**src/rtl/score_tracker_if.sv**
```systemverilog
// ============================================================================
// score_tracker_if : game-event inputs and score/state outputs of score_tracker
// Rev 1.0
// ============================================================================
`default_nettype none

interface score_tracker_if;
  logic        start;
  logic        point;
  logic [3:0]  points;
  logic        hit;
  logic [15:0] curr_score;
  logic [15:0] high_score;
  logic        death;
  logic        playing;
  logic        new_high;

  modport master (
    output start, point, points, hit,
    input  curr_score, high_score, death, playing, new_high
  );

  modport slave (
    input  start, point, points, hit,
    output curr_score, high_score, death, playing, new_high
  );
endinterface

`default_nettype wire

```
**src/rtl/score_tracker.sv**
```systemverilog
// ============================================================================
// score_tracker : game sequencing, saturating score, high score and restart lockout
// Rev 1.0
// ============================================================================
`default_nettype none

module score_tracker #(
  parameter int MAX_SCORE   = 9999,
  parameter int LOCK_CYCLES = 100000000,
  parameter int LOCK_W      = $clog2(LOCK_CYCLES + 1)
) (
  input  logic          clk,
  input  logic          rst_n,
  score_tracker_if.slave bus
);

  localparam logic [1:0] ST_IDLE    = 2'd0;
  localparam logic [1:0] ST_PLAYING = 2'd1;
  localparam logic [1:0] ST_DEAD    = 2'd2;

  localparam logic [16:0]       C_MAX17    = 17'(MAX_SCORE);
  localparam logic [LOCK_W-1:0] C_LOCK_MAX = LOCK_W'(LOCK_CYCLES);

  logic [1:0]        state_q, state_d;
  logic [15:0]       score_q, score_d;
  logic [15:0]       high_q, high_d;
  logic              death_q, death_d;
  logic              playing_q, playing_d;
  logic              new_high_q, new_high_d;
  logic [LOCK_W-1:0] lock_q, lock_d;

  logic [16:0] sum_w;
  logic [15:0] sat_w;
  logic [15:0] final_w;

  // Sum kept at 17 bits so saturation is decided before any truncation.
  assign sum_w   = {1'b0, score_q} + {13'd0, bus.points};
  assign sat_w   = (sum_w > C_MAX17) ? C_MAX17[15:0] : sum_w[15:0];
  assign final_w = bus.point ? sat_w : score_q;

  always_comb begin
    state_d    = state_q;
    score_d    = score_q;
    high_d     = high_q;
    death_d    = death_q;
    playing_d  = playing_q;
    new_high_d = new_high_q;
    lock_d     = lock_q;

    case (state_q)
      ST_IDLE: begin
        if (bus.start) begin
          state_d   = ST_PLAYING;
          score_d   = 16'd0;
          playing_d = 1'b1;
        end
      end
      ST_PLAYING: begin
        score_d = final_w;
        if (bus.hit) begin
          state_d    = ST_DEAD;
          death_d    = 1'b1;
          playing_d  = 1'b0;
          lock_d     = '0;
          new_high_d = (final_w > high_q);
          if (final_w > high_q) begin
            high_d = final_w;
          end
        end
      end
      ST_DEAD: begin
        if (lock_q != C_LOCK_MAX) begin
          lock_d = lock_q + LOCK_W'(1);
        end
        if (bus.start && (lock_q == C_LOCK_MAX)) begin
          state_d    = ST_PLAYING;
          score_d    = 16'd0;
          death_d    = 1'b0;
          new_high_d = 1'b0;
          playing_d  = 1'b1;
        end
      end
      default: begin
        state_d   = ST_IDLE;
        death_d   = 1'b0;
        playing_d = 1'b0;
      end
    endcase
  end

  always_ff @(posedge clk or negedge rst_n) begin
    if (!rst_n) begin
      state_q    <= ST_IDLE;
      score_q    <= 16'd0;
      high_q     <= 16'd0;
      death_q    <= 1'b0;
      playing_q  <= 1'b0;
      new_high_q <= 1'b0;
      lock_q     <= '0;
    end else begin
      state_q    <= state_d;
      score_q    <= score_d;
      high_q     <= high_d;
      death_q    <= death_d;
      playing_q  <= playing_d;
      new_high_q <= new_high_d;
      lock_q     <= lock_d;
    end
  end

  assign bus.curr_score = score_q;
  assign bus.high_score = high_q;
  assign bus.death      = death_q;
  assign bus.playing    = playing_q;
  assign bus.new_high   = new_high_q;

endmodule

`default_nettype wire

```
**src/flat_wrapper.sv**
```systemverilog
// flat-port wrapper written by rule: the top's interface ports become plain ports
module score_tracker_flat 
#(
  parameter int MAX_SCORE   = 9999,
  parameter int LOCK_CYCLES = 100000000,
  parameter int LOCK_W      = $clog2(LOCK_CYCLES + 1)
)
  (clk, rst_n, bus_start, bus_point, bus_points, bus_hit, bus_curr_score, bus_high_score, bus_death, bus_playing, bus_new_high);
  score_tracker_if bus_i ();
  input  logic clk;
  input  logic rst_n;
  input wire logic [$bits(bus_i.start)-1:0] bus_start;
  input wire logic [$bits(bus_i.point)-1:0] bus_point;
  input wire logic [$bits(bus_i.points)-1:0] bus_points;
  input wire logic [$bits(bus_i.hit)-1:0] bus_hit;
  output wire logic [$bits(bus_i.curr_score)-1:0] bus_curr_score;
  output wire logic [$bits(bus_i.high_score)-1:0] bus_high_score;
  output wire logic [$bits(bus_i.death)-1:0] bus_death;
  output wire logic [$bits(bus_i.playing)-1:0] bus_playing;
  output wire logic [$bits(bus_i.new_high)-1:0] bus_new_high;
  assign bus_i.start = bus_start;
  assign bus_i.point = bus_point;
  assign bus_i.points = bus_points;
  assign bus_i.hit = bus_hit;
  assign bus_curr_score = bus_i.curr_score;
  assign bus_high_score = bus_i.high_score;
  assign bus_death = bus_i.death;
  assign bus_playing = bus_i.playing;
  assign bus_new_high = bus_i.new_high;
  score_tracker #(.MAX_SCORE(MAX_SCORE), .LOCK_CYCLES(LOCK_CYCLES), .LOCK_W(LOCK_W)) u_core (.clk(clk), .rst_n(rst_n), .bus(bus_i));
endmodule
```
**config.mk**
```make
export PLATFORM = sky130hd
export DESIGN_NAME = score_tracker_flat
export DESIGN_NICKNAME = d
export VERILOG_FILES = /design/src/rtl/score_tracker_if.sv /design/src/rtl/score_tracker.sv /design/src/flat_wrapper.sv
export SDC_FILE = /design/constraint.sdc
export NUM_CORES = 1
export LEC_CHECK = 0
export CORE_MARGIN = 10
export CORE_UTILIZATION = 57
export CTS_CLUSTER_SIZE = 24
export DETAILED_ROUTE_END_ITERATION = 6
export PLACE_DENSITY_LB_ADDON = 0.15
export SLEW_MARGIN = 20
export SYNTH_ARGS = -nofsm -noshare
export SYNTH_HDL_FRONTEND = slang
export SYNTH_SLANG_ARGS = --single-unit
```
**constraint.sdc**
```tcl
create_clock -name clk -period 6.2 [get_ports clk]
set_clock_uncertainty 0.05 [all_clocks]
set_input_delay 1.24 -clock clk [delete_from_list [all_inputs] [get_ports clk]]
set_output_delay 1.24 -clock clk [all_outputs]
set_load 0.05 [all_outputs]
```
# After elaboration in Yosys (flattened, before gate mapping)
# Cells that the tools add are included.
[totals]
regBits = 64
output_inout_bits = 35
in_bits = 9
wordCells = 51
[classes]
order_cmp = 2
eq_ne = 8
addsub = 2
mux = 21
bitwise = 1
n_reduce_logical = 10
[ops]
columns = ["operator", "n"]
rows = [
  ["16-bit 2-to-1 mux", 4],
  ["27-bit 2-to-1 mux", 2],
  ["27-bit one-hot mux with 2 select lines", 1],
  ["16-bit one-hot mux with 3 select lines", 1],
  ["27-bit by 1-bit adder with 27-bit output (second input constant)", 1],
  ["27-bit equality test (second input constant)", 1],
  ["27-bit inequality test (second input constant)", 1],
  ["3-bit AND reduction", 6],
  ["16-bit by 4-bit adder with 17-bit output", 1],
  ["17-bit by 14-bit > comparator with 1-bit output (second input constant)", 1],
  ["16-bit > comparator", 1],
  ["1-bit 2-to-1 mux", 6],
  ["2-bit 2-to-1 mux", 3],
  ["1-bit one-hot mux with 3 select lines", 2],
  ["2-bit one-hot mux with 3 select lines", 1],
  ["2-bit by 1-bit inequality test with 1-bit output (second input constant)", 2],
  ["2-bit inequality test (second input constant)", 2],
  ["3-bit nonzero test", 1],
  ["2-bit by 1-bit equality test with 1-bit output (second input constant)", 1],
  ["2-bit equality test (second input constant)", 1],
  ["2-bit zero test", 1],
  ["1-bit one-hot mux with 2 select lines", 1],
  ["2-bit nonzero test", 1],
  ["1-bit logical AND", 1],
  ["1-bit inverter", 1],
]

# Longest topological paths before layout
# Gate-level depths: netlist (run 1).
[depth]
word_depth = 7
depth_mapped = 22
ltp_nobuf = 20

# Worst setup path before layout (run 1)
# Ideal clock, no wire load.
[synth_path]
path_type = "input port to flip-flop"
from = "in bus_points[0]"
to = "reg u_core.high_q[13], in the netlist u_core.bus.high_score[13]"
required_ps = 6025
setup_time_ps = 125
path_stages = 19
path_buffers = 2
path_slack_ps = 766
t_arrival_ps = 5260
cell_sequence = "ha_1 > inv_1 > fa_1 > nand2b_1 > a21oi_2 > a21o_1 > o2111ai_1 > nor3_4 > nor2_2 > buf_6 > o21ai_1 > o21ai_0 > ha_1 > nand4_1 > nor3_1 > nand2_1 > o311ai_1 > buf_2 > mux2_2"
[synth_between]
elab_chain_len = 6
[synth_rtl]
columns = ["item", "line", "text"]
rows = [
  ["start, declared", "flat_wrapper.sv:14", "input wire logic [$bits(bus_i.points)-1:0] bus_points;"],
  ["16-bit by 4-bit adder with 17-bit output *", "score_tracker.sv:37", "assign sum_w = {1'b0, score_q} + {13'd0, bus.points};"],
  ["17-bit by 14-bit > comparator with 1-bit output", "score_tracker.sv:38", "assign sat_w = (sum_w > C_MAX17) ? C_MAX17[15:0] : sum_w[15:0];"],
  ["16-bit 2-to-1 mux *", "score_tracker.sv:38", ""],
  ["16-bit 2-to-1 mux *", "score_tracker.sv:39", "assign final_w = bus.point ? sat_w : score_q;"],
  ["named net u_core.final_w[12]", "score_tracker.sv:34", "logic [15:0] final_w;"],
  ["16-bit > comparator *", "score_tracker.sv:66", "if (final_w > high_q) begin"],
  ["3-bit AND reduction (no source line) *", "--", ""],
  ["end signal, assigned", "score_tracker.sv:103", "high_q <= high_d;"],
  ["end, declared", "score_tracker.sv:26", "logic [15:0] high_q, high_d;"],
]
# Mark *: on every way through the listed nets, which the timed path passes. The rest lies on a longest branch.
# A chain may end at the register's enable or synchronous reset.

# Worst setup path after layout (run 1)
[layout_path]
from = "in bus_points[0]"
to = "reg u_core.high_q[5], in the netlist u_core.bus.high_score[5]"
# Same word-level chain as after synthesis.

==> impl_results.md, run 1 <==
- Outcome: complete, no violations
- Headroom to the max-slew limit: between 40% and 50%
- Overall track demand over capacity in global routing: 19.7%
- CTS H-Tree Depth: 3
- Startpoint types: input pin
- Post-synthesis instance total: 444
- # nets final: 527
- Worst Hold Launch: u_core.bus.high_score[15]
- Number of buffers between clock root and the deepest sink: 2
- Worst reg2reg path depth: 18
- Total cell area at the placement stage: 4620 um2
- Largest area contributor in the netlist: sky130_fd_sc_hd__dfrtp_1
- Average wire per cell in the routed design: 17.6 um
- Register bit count reported by yosys: 63
- Clock Sink Count: between 60 and 70
- Required time of the critical path: ~6400 ps
- Worst R2R End: u_core.bus.high_score[5]
- Num CTS Buffers: 9
- Setup tns final: 0 ps
- Share of cells above drive strength 1: 12.6%
- Fin. max-slew vios: 0
- Count of cell types in the netlist: 68
- Y dimension of the die: 104 um
- Path category of the worst min-delay check: reg -> reg
- Cell area after layout: 4800 um2
- Detailed-route wire length: 10500 um
- Crit-path max cell delay: 780 ps
- Number of rows created at floorplan: 30
- Syn Area/Cell: 9.14 um2
- Slowest-stage cell, CP: sky130_fd_sc_hd__o311ai_4
- Highest clock rate: 173 MHz
- Max VDD drop: around 0.31 mV
- Gate family responsible for the most delay along the worst path: compound AO/OA/AOI/OAI gates
- Dpl hpwl: 7670 um
- Remaining routing DRC violations: 0
- Count of endpoints failing hold in the final timing report: 0
- Post-detailed-route count of antenna-violating nets: 0
- Antenna diode count: 0
- Worst endpoint data arrival time: approximately 6000 ps
- Net count after synthesis: 476
- Dominant cells by area after synthesis: sky130_fd_sc_hd__dfrtp_1, sky130_fd_sc_hd__ha_1, sky130_fd_sc_hd__nor2_1
- Unrepaired setup endpoints after global routing: no
- Die W: ~100 um
- Global-route wire length before repair: 18000 um
- Clk_lat worst skew: 350 ps
- Number of buffers inserted by hold repair at cts: 0
- Clock transition at the registers of the reported paths: approximately 70 ps
- Time the final worst path needs with I/O delays and setup: 5790 ps
- Final weighted congestion in routability-driven placement: 0.869
- Initial antenna violation count: 0
- Peak fanout along the critical path: 18
- Count of pins on the block boundary: 44
- Buf/Inv on CP: 3
- Detailed-route vias per instance: 5.99
- Area of the core: 6870 um2
- Pin slew with the least headroom to its limit: 837 ps
- Detailed-route via count: 3568
- Power density over the cells: 402 nW/um2
- Post-synthesis sequential area ratio: a little under 40%
- RR Startpoint: u_core.bus.curr_score[0]
- Crit path cell chain: clkdlybuf4s50_1 > ha_1 > inv_1 > fa_1 > nand2b_1 > a21oi_2 > a21o_1 > o2111ai_1 > nor3_4 > nor2_2 > o21ai_1 > o21ai_0 > ha_1 > nand4_1 > nor3_1 > nand2_1 > o311ai_4 > buf_4 > mux2i_1
- Post-synthesis instance area: between 4000 and 5000 um2
- Vias in the first global route: 3489
- Number of setup violations in the final report: 0
- 1st-pass router iterations: 5
- Part of the cycle the worst path needs: 93.3%
- Most numerous cell types in the synthesized netlist: sky130_fd_sc_hd__dfrtp_1, sky130_fd_sc_hd__nor2_1, sky130_fd_sc_hd__inv_1, sky130_fd_sc_hd__nand2_1, sky130_fd_sc_hd__ha_1
- Worst setup path class: in -> reg
- Post CTS Setup Buffer Count: 0
- Post-layout util: 69.9%
- Share of the synthesized area in the top cell type: 38.9%
- Synth async-reset ratio: 100%
- Leakage power total: around 2.1 nW
- CP Capture Type: register
- Number of synthesized flops with an enable pin: 0
- Area growth, synth to finish: 18.4%
- CTS tree: done
- Number of input and output port buffers inserted: 43
- Global route total overflow: 0
- Cell at the root of the clock tree: sky130_fd_sc_hd__clkbuf_8
- Die Footprint: 10900 um2
- Initial drt markers: 230
- Worst hold path depth: 1
- Reg2Reg Setup Slack: 1330 ps
- Cell with the most instances after synthesis: sky130_fd_sc_hd__dfrtp_1
- Worst Hold End: u_core.bus.high_score[15]
- Number of max-cap violations: 0
- Initial Utilization: 59.1%
- Synthesis Warnings: 0
- Largest net degree at the start of global routing: 64
- Most used DFF post-synth: sky130_fd_sc_hd__dfrtp_1
- Top cell by count, worst path: sky130_fd_sc_hd__ha_1
- Gates resized, CTS repair: 0
stage by stage:
step	hold slack [ps]	power, mW	setup WS (ps)	std cells
global route	520	2.05	84.7	596
global placement	463	1.56	300	580
detailed placement	471	1.58	142	580
finish	487	1.93	413	596
floorplan	460	1.26	766	444
CTS	493	1.93	450	596
logic make-up after synthesis:
kind of cell	Yosys count	synth area share [%]
fa+ha+maj	23	7.28
xor+xnor	18	4.07
buf+inv	48	5.09
flops	63	38.9
compound gates	110	19.7
mux	11	2.99
simple gates	171	22.0
area by class of cell:
cell class	instances	area (um2)
Sequential cell	63	1580
Inverter	35	131
Timing Repair Buffer	53	500
Tap cell	96	120
Multi-Input combinational cell	333	2290
Fill cell	565	2070
Clock inverter	6	43.8
Clock buffer	10	138
report_power, final:
| group | leakage [nW] | total, mW | internal, mW | switching (mW) |
|---|---|---|---|---|
| combinational | 1.17 | 0.993 | 0.336 | 0.657 |
| clock | 0.0930 | 0.339 | 0.158 | 0.181 |
| sequential | 0.846 | 0.597 | 0.496 | 0.101 |
| total | 2.11 | 1.93 | 0.990 | 0.940 |
routing by layer:
metal	track usage (%)	part of all wire, %
met3	5.14	7.6
met1	28.0	47
met4	5.57	1.6
met2	28.6	43
met5	0	0
worst reg2reg max path, stage by stage, from the launching register on:
cell and delay (ps):
sky130_fd_sc_hd__dfrtp_1 410, sky130_fd_sc_hd__ha_1 210, sky130_fd_sc_hd__inv_1 60, sky130_fd_sc_hd__fa_1 390
sky130_fd_sc_hd__nand2b_1 190, sky130_fd_sc_hd__a21oi_2 310, sky130_fd_sc_hd__a21o_1 160, sky130_fd_sc_hd__o2111ai_1 180
sky130_fd_sc_hd__nor3_4 300, sky130_fd_sc_hd__nor2_2 100, sky130_fd_sc_hd__o21ai_1 150, sky130_fd_sc_hd__o21ai_0 160
sky130_fd_sc_hd__ha_1 310, sky130_fd_sc_hd__nand4_1 130, sky130_fd_sc_hd__nor3_1 270, sky130_fd_sc_hd__nand2_1 150
sky130_fd_sc_hd__o311ai_4 780, sky130_fd_sc_hd__buf_4 290, sky130_fd_sc_hd__mux2i_1 190
how the worst max path moves through the flow:
| stage | startpoint | to | slack (ps) | cells after the start |
|---|---|---|---|---|
| floorplan | bus_points[0] | u_core.bus.high_score[13] | 770 | 19 |
| global placement | bus_points[0] | u_core.bus.high_score[14] | 300 | 18 |
| detailed placement | bus_points[0] | u_core.bus.high_score[4] | 140 | 19 |
| CTS | bus_points[0] | u_core.bus.high_score[5] | 450 | 19 |
| global route | bus_points[0] | u_core.bus.high_score[5] | 80 | 19 |
| finish | bus_points[0] | u_core.bus.high_score[5] | 410 | 19 |
layout by cell type (no fill, tap or decap), types with 3 or more instances in the layout:
master                            netlist  routed
sky130_fd_sc_hd__dfrtp_1               63      63
sky130_fd_sc_hd__nor2_1                53      53
sky130_fd_sc_hd__clkdlybuf4s50_1        0      42
sky130_fd_sc_hd__inv_1                 34      34
sky130_fd_sc_hd__nand2_1               34      34
sky130_fd_sc_hd__ha_1                  22      22
sky130_fd_sc_hd__o21ai_0               20      20
sky130_fd_sc_hd__a21oi_1               19      19
sky130_fd_sc_hd__nand3_1               15      15
sky130_fd_sc_hd__or3_1                 13      13
sky130_fd_sc_hd__xnor2_1               10      10
sky130_fd_sc_hd__clkbuf_8               0      10
sky130_fd_sc_hd__buf_4                  3      10
sky130_fd_sc_hd__nand4_1                8       8
sky130_fd_sc_hd__a21o_1                 8       8
sky130_fd_sc_hd__nor3_1                 8       8
sky130_fd_sc_hd__o31ai_1                8       8
sky130_fd_sc_hd__a211oi_1               8       8
sky130_fd_sc_hd__o21ai_1                8       8
sky130_fd_sc_hd__xor2_1                 7       7
sky130_fd_sc_hd__nor2b_1                6       6
sky130_fd_sc_hd__and2_1                 6       6
sky130_fd_sc_hd__mux2_2                 6       6
sky130_fd_sc_hd__and3_1                 5       5
sky130_fd_sc_hd__a211o_1                4       4
sky130_fd_sc_hd__nand2b_1               4       4
sky130_fd_sc_hd__o211ai_1               4       4
sky130_fd_sc_hd__a22oi_2                4       4
sky130_fd_sc_hd__mux2i_1                4       4
sky130_fd_sc_hd__o21a_1                 3       3
sky130_fd_sc_hd__o211ai_2               3       3
sky130_fd_sc_hd__a22oi_1                3       3
sequential cells by signal (all words and copies together) (netlist names):
| signal | flops |
|---|---|
| u_core.bus.high_score | 16 |
| u_core.lock_q | 27 |
| u_core.bus.death | 1 |
| u_core.bus.new_high | 1 |
| u_core.state_q | 2 |
| u_core.bus.curr_score | 16 |
No activity file was read; power rests on OpenSTA's default activity.
==> run 2: changes to the inputs <==
--- a/config.mk
+++ b/config.mk
@@ -9,7 +9,7 @@
 export CORE_UTILIZATION = 57
 export CTS_CLUSTER_SIZE = 24
 export DETAILED_ROUTE_END_ITERATION = 6
-export PLACE_DENSITY_LB_ADDON = 0.15
+export PLACE_DENSITY_LB_ADDON = 0.08
 export SLEW_MARGIN = 20
 export SYNTH_ARGS = -nofsm -noshare
 export SYNTH_HDL_FRONTEND = slang
==> run 2 against run 1 <==
  * Cell count fell by 0.50%
  * First-iteration DRC count decreased by 7.4%
  * Utilization grew 0.51 points
  * Combinational power down 0.9%
==> impl_results.md, run 2 (same netlist as run 1, synthesis figures left out) <==
- Cell at the root of the clock tree: sky130_fd_sc_hd__clkbuf_8
- Num CTS Buffers: 9
- Number of max-cap violations: 0
- Worst Setup Slack post-DPL: ~53 ps
- Setup tns final: 0 ps
- Detailed-route via count: about 3500
- Required time of the critical path: 6410 ps
- Crit path cell chain: clkdlybuf4s50_1 > ha_1 > inv_1 > fa_1 > nand2b_1 > a21oi_2 > buf_4 > nand4b_1 > mux2i_4 > o21ai_2 > nor2_2 > buf_4 > a22oi_2 > inv_1 > ha_1 > o211ai_1 > o21ai_0 > a221oi_1 > o211ai_1 > o311ai_4 > buf_6 > mux2i_1
- Highest clock rate: 173 MHz
- Remaining routing DRC violations: 0
- Fill count: 540
- Power density over the cells: 412 nW/um2
- Worst setup path class: in -> reg
- Max FFs per register: 27
- Number of buffers between clock root and the deepest sink: 2
- Number of rows created at floorplan: 30
- Headroom to the max-slew limit: 46.9%
- Clock Sink Count: 63
- Number of setup violations in the final report: 0
- Largest net degree at the start of global routing: 64
- Die Footprint: 10900 um2
- Worst endpoint data arrival time: about 6000 ps
- CP Capture Type: register
- Post-detailed-route count of antenna-violating nets: 0
- Clk_lat worst skew: between 300 and 400 ps
- CTS tree: done
- Crit-path max cell delay: between 400 and 500 ps
- Relative contribution of the clock network to total power: 20.9%
- Die W: 104 um
- Outcome: complete, no violations
- Initial drt markers: 213
- 1st-pass router iterations: 5
- Leakage power total: roughly 2.1 nW
- Number of input and output port buffers inserted: 43
- Relative contribution of combinational cells to total power: 49.3%
- Count of pins on the block boundary: 44
- Count of endpoints failing hold in the final timing report: 0
- Sequential fraction of design power: approximately 30%
- Fin. max-slew vios: 0
- Switching power share of the total: 46.7%
- Unrepaired setup endpoints after global routing: no
- Antenna diode count: 0
- Startpoint types: input pin
- # nets final: 524
- Peak fanout along the critical path: 14
- Max VDD drop: 0.272 mV
- Vias in the first global route: 3430
- DP Cell Count: 577
- CTS H-Tree Depth: 3
- Part of the cycle the worst path needs: 93.3%
- Cell-internal power: around 1.1 mW
- Area growth, synth to finish: 19.2%
- Dpl hpwl: 7400 um
- Clock transition at the registers of the reported paths: approximately 70 ps
- Post-layout util: between 70% and 80%
- Minimum setup slack in the final design: 413 ps
- Area of the core: 6870 um2
- Most flops, register: u_core.lock_q
- Detailed-route wire length: 10100 um
- Path category of the worst min-delay check: reg -> reg
- Cell area after layout: 4840 um2
- Overall track demand over capacity in global routing: 19.2%
- Initial Utilization: between 50% and 60%
- Slowest-stage cell, CP: sky130_fd_sc_hd__clkdlybuf4s50_1
- Global-route wire length before repair: 17500 um
- Initial antenna violation count: 0
- Global route total overflow: 0
- Share of cells above drive strength 1: approximately an eighth
- Final weighted congestion in routability-driven placement: 0.911
- Reported net switching power: slightly above 900 uW
- Highest-count cells in the layout ignoring fill and taps: sky130_fd_sc_hd__dfrtp_1, sky130_fd_sc_hd__nor2_1, sky130_fd_sc_hd__clkdlybuf4s50_1
- Pin slew with the least headroom to its limit: 796 ps
- Most frequent standard cell in the layout excluding fill and tap cells: sky130_fd_sc_hd__dfrtp_1
- Average wire per cell in the routed design: approximately 17 um
- Detailed-route vias per instance: 5.94
- Final non-filler cell total: 593
- Time the final worst path needs with I/O delays and setup: 5790 ps
- Total cell area at the placement stage: 4600 um2
- Y dimension of the die: approximately 100 um
==> run 2: timing repair <==
action | 4_1_cts | 5_1_grt
hold buffers | 0 | 0
endpoints found under the setup margin | 0 | 6
gates resized for setup | 0 | 2
setup buffers | 0 | 0
==> run 2: layer usage <==
layer,vias to the layer above,GRT usage (%),routed length [um]
met5,-,0,0
met4,0,5.67,115
met3,15,4.34,739
met2,121,28.1,4480
met1,1709,27.3,4800
li1,1678,-,-
==> run 2: layout make-up <==
type	count	area (um2)	area share (%)
well taps	96	120	2.48
repair buffers	50	482	9.96
inverters	35	131	2.72
clock inverters	7	103	2.12
clock buffers	9	124	2.56
flip-flops and latches	63	1580	32.6
multi-input cells	333	2300	47.6
==> run 2: power by group through the flow <==
stage	combinational, mW	sequential, mW	clock [mW]
floorplan	0.437	0.823	0
finish	0.984	0.594	0.417
detailed placement	0.977	0.600	0
global route	1.07	0.609	0.443
global placement	0.966	0.598	0
CTS	0.983	0.593	0.424
==> run 2: final timing paths <==
check / start / end / slack (ps) / cells after the start
max: bus_points[0] / u_core.bus.high_score[4] / 410 / 22
min: u_core.bus.new_high / u_core.bus.new_high / 470 / 2
max reg2reg: u_core.bus.curr_score[0] / u_core.bus.high_score[4] / 1330 / 21
min reg2reg: u_core.bus.new_high / u_core.bus.new_high / 470 / 2
max in group asynchronous: rst_n / u_core.bus.high_score[4] / 4570 / 2
min in group asynchronous: rst_n / u_core.bus.curr_score[9] / 990 / 2
==> run 2: metrics by stage <==
stage	hold WS, ps	total power [mW]
2_1_floorplan	460	1.26
3_3_place_gp	457	1.56
3_5_place_dp	445	1.58
4_1_cts	466	2.00
5_1_grt	489	2.12
6_report	466	1.99
==> run 2: critical path, delay by kind of cell <==
family	cells	cell delay [ps]
simple gates	3	470
fa+ha+maj	3	870
compound gates	8	1690
mux	2	500
buf+inv	6	1220
==> run 3: changes to the inputs <==
--- a/config.mk
+++ b/config.mk
@@ -6,11 +6,10 @@
 export NUM_CORES = 1
 export LEC_CHECK = 0
 export CORE_MARGIN = 10
-export CORE_UTILIZATION = 57
+export CORE_UTILIZATION = 45
 export CTS_CLUSTER_SIZE = 24
 export DETAILED_ROUTE_END_ITERATION = 6
 export PLACE_DENSITY_LB_ADDON = 0.08
-export SLEW_MARGIN = 20
 export SYNTH_ARGS = -nofsm -noshare
 export SYNTH_HDL_FRONTEND = slang
 export SYNTH_SLANG_ARGS = --single-unit
==> run 3 against run 2 <==
  * Routed wire length is 2.2% higher
  * Sequential cell count unchanged
  * Power down 4.4%
  * Sequential share of layout area is 0.14 points higher
  * Global-route usage fell by 3.1 points
  * Largest cell class unchanged
==> impl_results.md, run 3 (same netlist as run 1, synthesis figures left out) <==
- Outcome: complete, no violations
- Clock transition at the registers of the reported paths: 80 ps
- Y dimension of the die: 115 um
- CTS H-Tree Depth: 3
- Slowest-stage cell, CP: sky130_fd_sc_hd__clkdlybuf4s50_1
- Most frequent standard cell in the layout excluding fill and tap cells: sky130_fd_sc_hd__dfrtp_1
- Count of pins on the block boundary: 44
- DP Cell Count: 592
- Count of endpoints failing hold in the final timing report: 0
- Gates resized, CTS repair: 0
- Initial Utilization: 46.3%
- Antenna diode count: 0
- Worst Setup Slack post-DPL: around 59 ps
- Total cell area at the placement stage: ~4600 um2
- Detailed-route via count: 3402
- Max FFs per register: 27
- Crit-path max cell delay: between 400 and 500 ps
- Max VDD drop: 0.251 mV
- 1st-pass router iterations: 4
- Cell area after layout: 4810 um2
- Crit path cell chain: clkdlybuf4s50_1 > ha_1 > inv_1 > fa_1 > nand2b_1 > a21o_1 > a21boi_0 > o2111ai_1 > nor3_4 > nor2_2 > buf_4 > a22oi_2 > inv_1 > ha_1 > o211ai_1 > o21ai_0 > a221oi_1 > o211ai_1 > o311ai_4 > buf_4 > mux2_2
- Initial drt markers: 245
- Path category of the worst min-delay check: reg -> reg
- Peak fanout along the critical path: 14
- Clock Sink Count: 63
- Detailed-route vias per instance: 5.60
- Die W: 115 um
- Clk_lat worst skew: 340 ps
- Post-detailed-route count of antenna-violating nets: 0
- Required time of the critical path: 6370 ps
- Most flops, register: u_core.lock_q
- Setup tns final: 0 ps
- Buf/Inv on CP: 5
- Final non-filler cell total: 608
- CP Capture Type: register
- Number of setup violations in the final report: 0
- Num CTS Buffers: 9
- Leakage power total: approximately 2.1 nW
- Power, Total: 1.91 mW
- Post CTS Setup Buffer Count: 0
- Worst setup path class: in -> reg
- Final weighted congestion in routability-driven placement: approximately 0.9
- Part of the cycle the worst path needs: roughly 95%
- Worst endpoint data arrival time: 6030 ps
- Highest-count cells in the layout ignoring fill and taps: sky130_fd_sc_hd__dfrtp_1, sky130_fd_sc_hd__nor2_1, sky130_fd_sc_hd__clkdlybuf4s50_1
- Remaining routing DRC violations: 0
- Time the final worst path needs with I/O delays and setup: 5860 ps
- Overall track demand over capacity in global routing: 16.1%
- Pin slew with the least headroom to its limit: 814 ps
- Gate family responsible for the most delay along the worst path: compound AO/OA/AOI/OAI gates
- Power density over the cells: 396 nW/um2
- Number of buffers between clock root and the deepest sink: 2
- Share of cells above drive strength 1: 12.6%
- Average wire per cell in the routed design: 17.0 um
- Area growth, synth to finish: 18.7%
- Dpl hpwl: approximately 7700 um
- Unrepaired setup endpoints after global routing: no
- Cell at the root of the clock tree: sky130_fd_sc_hd__clkbuf_8
- Initial antenna violation count: 0
- Number of buffers inserted by hold repair at cts: 0
- Fin. max-slew vios: 0
- Area of the core: roughly 8800 um2
- Global route total overflow: 0
- # nets final: around 530
- Largest net degree at the start of global routing: 64
- Highest clock rate: 171 MHz
- Global-route wire length before repair: 17100 um
- Die Footprint: 13200 um2
- Detailed-route wire length: approximately 10000 um
- Minimum setup slack in the final design: about 340 ps
- Vias in the first global route: approximately 3200
- Number of max-cap violations: 0
- Headroom to the max-slew limit: 45.7%
- Startpoint types: input pin
- Number of rows created at floorplan: 34
- CTS tree: done
- Number of input and output port buffers inserted: 43
[run 3: routing by layer]
metal	up-vias	part of all wire (%)	global-route usage, %
met5	-	0	0
met3	9	7.3	4.58
met4	0	0.94	3.63
li1	1692	-	-
met1	1601	53	25.1
met2	100	39	21.0
[run 3: tightest hold or removal path, cell delays in order, from the launching register on]
cell and delay, ps:
sky130_fd_sc_hd__dfrtp_1 370, sky130_fd_sc_hd__nand2_1 60, sky130_fd_sc_hd__o31ai_1 70
[run 3: final cells by class]
type                            instances  area, um2
Clock buffer                           10        138
Clock inverter                          6       42.5
Fill cell                             799       3950
Inverter                               35        131
Multi-Input combinational cell        333       2290
Sequential cell                        63       1580
Tap cell                              108        135
Timing Repair Buffer                   53        500
[run 3: path summary, 6_finish.rpt]
kind                            cells past startpoint                   endpoint                startpoint  slack (ps)
min in group asynchronous                           2  u_core.bus.curr_score[15]                     rst_n        1000
worst min-delay path                                2   u_core.bus.high_score[3]  u_core.bus.high_score[3]         480
worst min register to register                      2   u_core.bus.high_score[3]  u_core.bus.high_score[3]         480
max in group asynchronous                           2   u_core.bus.curr_score[6]                     rst_n        4540
worst max register to register                     20   u_core.bus.high_score[1]  u_core.bus.curr_score[0]        1280
worst max-delay path                               21   u_core.bus.high_score[1]             bus_points[0]         340
[run 3: stage by stage]
step / utilization, % / hold slack, ps
final: 54.9 / 478
after global routing: 54.9 / 519
after CTS: 54.9 / 482
after detailed placement: 52.9 / 459
after global placement: 52.9 / 457
after floorplan: - / 460
[run 3: power breakdown]
part	internal [mW]	total, mW	leakage (nW)	switching (mW)
Combinational	0.338	0.984	1.17	0.646
Clock	0.157	0.332	0.0891	0.175
Sequential	0.496	0.592	0.846	0.0962
Total	0.991	1.91	2.11	0.917
